==> src/rtl/reset_pulse_gen.sv <==
// Downstream reset pulse generator: drives an active-low reset line with
// power-on, sync, config and custom-length pulses, each followed by a guard gap.
module reset_pulse_gen #(
  parameter int SYNC_LEN   = 20,
  parameter int CONFIG_LEN = 40,
  parameter int GUARD_LEN  = 8
) (
  input  logic       clk,
  input  logic       reset,
  input  logic       cmd_valid,
  input  logic [1:0] cmd_type,
  input  logic [7:0] cmd_len,
  output logic       cmd_ready,
  output logic       reset_n_out,
  output logic       busy,
  output logic       done,
  output logic       cmd_err
);

  typedef enum logic [1:0] {
    POR   = 2'd0,
    PULSE = 2'd1,
    GUARD = 2'd2,
    IDLE  = 2'd3
  } state_t;

  localparam logic [7:0] SyncLen   = 8'(SYNC_LEN);
  localparam logic [7:0] ConfigLen = 8'(CONFIG_LEN);
  localparam logic [7:0] GuardLen  = 8'(GUARD_LEN);

  state_t     state_q, state_d;
  logic [7:0] cnt_q, cnt_d;
  logic       reset_n_out_q, reset_n_out_d;
  logic [7:0] len_sel;
  logic       len_ok;
  logic       cnt_last;

  // Decode the requested pulse length; short custom lengths and the reserved type are refused.
  always_comb begin
    len_sel = 8'd0;
    len_ok  = 1'b0;
    case (cmd_type)
      2'b00: begin
        len_sel = SyncLen;
        len_ok  = 1'b1;
      end
      2'b01: begin
        len_sel = ConfigLen;
        len_ok  = 1'b1;
      end
      2'b10: begin
        len_sel = cmd_len;
        len_ok  = (cmd_len >= 8'd2);
      end
      default: begin
        len_sel = 8'd0;
        len_ok  = 1'b0;
      end
    endcase
  end

  // Terminal count is 1 so the counter never decrements through zero.
  assign cnt_last = (cnt_q <= 8'd1);

  always_comb begin
    state_d   = state_q;
    cnt_d     = cnt_q;
    cmd_ready = 1'b0;
    done      = 1'b0;
    cmd_err   = 1'b0;
    case (state_q)
      POR, PULSE: begin
        if (cnt_last) begin
          state_d = GUARD;
          cnt_d   = GuardLen;
        end else begin
          cnt_d = cnt_q - 8'd1;
        end
      end
      GUARD: begin
        if (cnt_last) begin
          done    = 1'b1;
          state_d = IDLE;
        end else begin
          cnt_d = cnt_q - 8'd1;
        end
      end
      IDLE: begin
        cmd_ready = 1'b1;
        if (cmd_valid) begin
          if (len_ok) begin
            state_d = PULSE;
            cnt_d   = len_sel;
          end else begin
            cmd_err = 1'b1;
          end
        end
      end
      default: begin
        state_d = POR;
        cnt_d   = ConfigLen;
      end
    endcase
  end

  // The output flop follows the next state so the line falls on the very edge that enters PULSE.
  assign reset_n_out_d = (state_d == GUARD) || (state_d == IDLE);

  always_ff @(posedge clk or posedge reset) begin
    if (reset) begin
      state_q       <= POR;
      cnt_q         <= ConfigLen;
      reset_n_out_q <= 1'b0;
    end else begin
      state_q       <= state_d;
      cnt_q         <= cnt_d;
      reset_n_out_q <= reset_n_out_d;
    end
  end

  assign reset_n_out = reset_n_out_q;
  assign busy        = (state_q != IDLE);

endmodule

==> config.mk <==
export PLATFORM = sky130hd
export DESIGN_NAME = reset_pulse_gen
export DESIGN_NICKNAME = d
export VERILOG_FILES = /design/src/rtl/reset_pulse_gen.sv
export SDC_FILE = /design/constraint.sdc
export NUM_CORES = 1
export LEC_CHECK = 0
export ABC_AREA = 1
export BUFFER_PORTS_ARGS = -buffer_cell sky130_fd_sc_hd__buf_2
export CAP_MARGIN = 30
export CORE_MARGIN = 2
export CORE_UTILIZATION = 48
export DETAILED_ROUTE_END_ITERATION = 10
export PLACE_DENSITY = 0.79
export SYNTH_ARGS = -nofsm -noshare
export SYNTH_HDL_FRONTEND = slang
export SYNTH_SLANG_ARGS = --single-unit
==> constraint.sdc <==
create_clock -name clk -period 1.6 [get_ports clk]
set_input_delay 0.4 -clock clk [delete_from_list [all_inputs] [get_ports clk]]
set_output_delay 0.4 -clock clk [all_outputs]
set_load 0.01 [all_outputs]
==> impl_metrics.tcl <==
set metrics [dict create \
    dr.pass1.iters 4 \
    multi_input_area_sq_um 533 \
    track_usage_pct 23.5 \
    layout_min_cycle_time_ns 1.78 \
    fillers 157 \
    routed_wl_mm 2.33 \
    worstPathRequired_ns 1.20 \
    synthTopCellsByArea "nand2_1 26%, dfrtp_1 23%, inv_1 9.6%, dfstp_2 6.1%, nand3_1 5.8%" \
    slowest_stage "dfrtp_1" \
    comb_power_share_pct 7.6 \
    r2r-start "cnt_q[0]$_DFFE_PP0P_" \
    mostFrequentLayoutCell "nand2_1" \
    drtAntennaViolNets 0 \
    power.internal_mw 0.407 \
    skew_ns 0.000214 \
    p_per_area_mw_per_mm2 455 \
    worst_pin_slew_ns 0.371 \
    postSynthAreaPerCell_sq_um 6.13 \
    synth_top_area_share_pct 26.5 \
    max_stage_delay_ns 0.42 \
    endpoint_kind "output port" \
    ios 18 \
    h-tree-depth 1 \
    seq_power_share_pct 49.2 \
    grt_max_degree 11 \
    p_total_mw 0.514 \
    antenna_found_initial 0 \
    finalSetupTns_ns -0.847 \
    yosys.cell_types.count 20 \
    avgViaCountPerCell 5.11 \
    worstRegToRegCells 11 \
    regToRegSetupSlack_ns -0.10 \
    synthesis.area_sq_um 865 \
    cap_viol_max_count 0 \
    max-vdd-ir-drop_mv 0.406 \
    nets 190 \
    violations "setup timing" \
    clk_pin_slew_ns 0.06 \
    yosysWarningCount 0 \
    grt_pass1_vias 924 \
    ys_ff_latch 10 \
    drt-wirelength-per-cell_um 11.7 \
    layout_setup_ws_ns -0.176 \
    start_util_pct 50.6 \
    num_rows 15 \
    seq_area_sq_um 253 \
    cts_num_sinks 10 \
    status "finished with violations" \
    cp_max_fo 3 \
    syn_inst 141 \
    slew_headroom_pct 75.2 \
    path_cells "inv_2 > ha_4 > nor2_2 > nor2_4 > nand2_4 > nor2_4 > buf_6" \
    area_growth_syn_to_layout_pct 30.8 \
    final-setup-viol-count 9 \
    synth_top_cell_by_area "nand2_1" \
    drv_slew 0 \
    clk_latency_ns 0.26 \
    n_antenna_cell 0 \
    vias 1016 \
    gp_congestion 0.929 \
    power.leakage_nw 0.654 \
    rsz0062_at_grt "yes" \
    dieArea_sq_mm 0.00216 \
    worstReg2RegEnd "cnt_q[0]$_DFFE_PP0P_" \
    die_w_um 46.4 \
    die_y_um 46.4 \
    stdcell_count 199 \
    hold_path.class "primary input to asynchronous set/reset pin" \
    yosysSeqAreaShare_pct 29.2 \
    port_buffers 17 \
    cts_buffers 3 \
    ctsRootBufferMaster "clkbuf_4" \
    cp_data_arrival_time_ns 1.38 \
    layout_common_cells "60 x nand2_1, 20 x inv_1, 16 x buf_2" \
    grt_pass1_wl_mm 3.55 \
    crit_family "flip-flops" \
    core_area_sq_mm 0.00171 \
    period_share_pct 111 \
    dp_hpwl_mm 1.65 \
    syn-num-nets 156 \
    cts_tree "built" \
    p_sw_mw 0.107 \
    hold_viol 0 \
    crit_top_cell "nor2_4" \
    drt_iter0_drc 41 \
    cts_buffer_depth 2 \
    power.share.switching_pct 20.9 \
    dpl.cell_count 187 \
    drive_above_1_share_pct 30.5 \
    power_frac_clock_pct 43.2 \
    criticalPathCategory "register to output port" \
    fmax_mhz 563 \
    grt_overflow 0 \
    drc 0 \
    crit_path_start_kind "register" \
    worst-path-buf-inv 2 \
]
==> flip-flops by register name, summed over array words and instances, names as in the netlist <==
signal and count:
reset_n_out 1, state_q 1, cnt_q 8
==> cell type report <==
class	instances	area share, %
Sequential cell	10	22.3
Timing Repair Buffer	29	16.0
Clock buffer	4	3.21
Tap cell	25	2.77
Multi-Input combinational cell	106	47.1
Inverter	25	8.52
==> worst max-delay path by stage <==
stage / to / slack [ns] / start / cells after the start
after floorplan: done / 0.04 / cnt_q[0]$_DFFE_PP0P_ / 6
after CTS: done / -0.17 / cnt_q[1]$_DFFE_PP0P_ / 7
after global placement: done / 0.05 / cnt_q[0]$_DFFE_PP0P_ / 7
after detailed placement: done / 0.01 / cnt_q[0]$_DFFE_PP0P_ / 7
final: done / -0.18 / cnt_q[0]$_DFFE_PP0P_ / 7
after global routing: done / -0.23 / cnt_q[0]$_DFFE_PP0P_ / 7
==> power groups by stage <==
stage / registers, mW / logic, mW / clock network, mW
6_report: 0.253 / 0.0389 / 0.222
5_1_grt: 0.253 / 0.0435 / 0.242
4_1_cts: 0.253 / 0.0394 / 0.230
3_5_place_dp: 0.258 / 0.0392 / 0
3_3_place_gp: 0.258 / 0.0370 / 0
2_1_floorplan: 0.258 / 0.0174 / 0
==> what timing repair did <==
action / CTS / global route
pin swaps: 2 / 3
hold buffers: 0 / 0
resized for setup: 6 / 1
buffers inserted: 4 / 4
setup endpoints to repair: 2 / 10
==> cell usage after synthesis <==
library cell  instances
nand2_2               2
nand2_4               1
nor2_1               10
ha_1                  2
dfstp_2               2
nand2_1              61
xnor2_1               1
nand3_1              10
nand4_1               1
a21oi_4               1
inv_2                 3
o21ai_4               1
nor2_4                2
inv_1                22
o21ai_0               7
o21ai_1               1
a21oi_1               2
nor2_2                2
dfrtp_1               8
nand3_2               2
==> per-stage QoR <==
stage | hold WS [ns] | area (sq um) | util, % | worst slack [ns]
4_1_cts | 0.104 | 1100 | 64.3 | -0.167
5_1_grt | 0.131 | 1130 | 66.2 | -0.228
6_report | 0.0937 | 1130 | 66.2 | -0.176
2_1_floorplan | 0.239 | 865 | - | 0.0381
3_3_place_gp | 0.386 | 1010 | 59.2 | 0.0461
3_5_place_dp | 0.392 | 1010 | 59.2 | 0.0143
==> logic make-up (layout without fill, tap and decap cells) <==
| group | count (synthesis) | in the layout | synth area share (%) |
|---|---|---|---|
| AOI/OAI and AO/OA | 12 | 12 | 9.55 |
| and+or+nand+nor | 91 | 91 | 46.5 |
| DFF | 10 | 10 | 29.2 |
| buffers and inverters | 25 | 58 | 10.9 |
| xor gates and xnor gates | 1 | 1 | 1.01 |
| adders and majority gates | 2 | 2 | 2.89 |
==> routing by layer <==
| layer | vias to the layer above | part of all wire, % | GRT usage, % |
|---|---|---|---|
| li1 | 498 | - | - |
| met4 | 0 | 3.3 | 13.1 |
| met2 | 52 | 49 | 40.8 |
| met1 | 454 | 40 | 28.0 |
| met5 | - | 0 | 0 |
| met3 | 12 | 7.2 | 2.35 |
No activity file was read; power rests on OpenSTA's default activity.
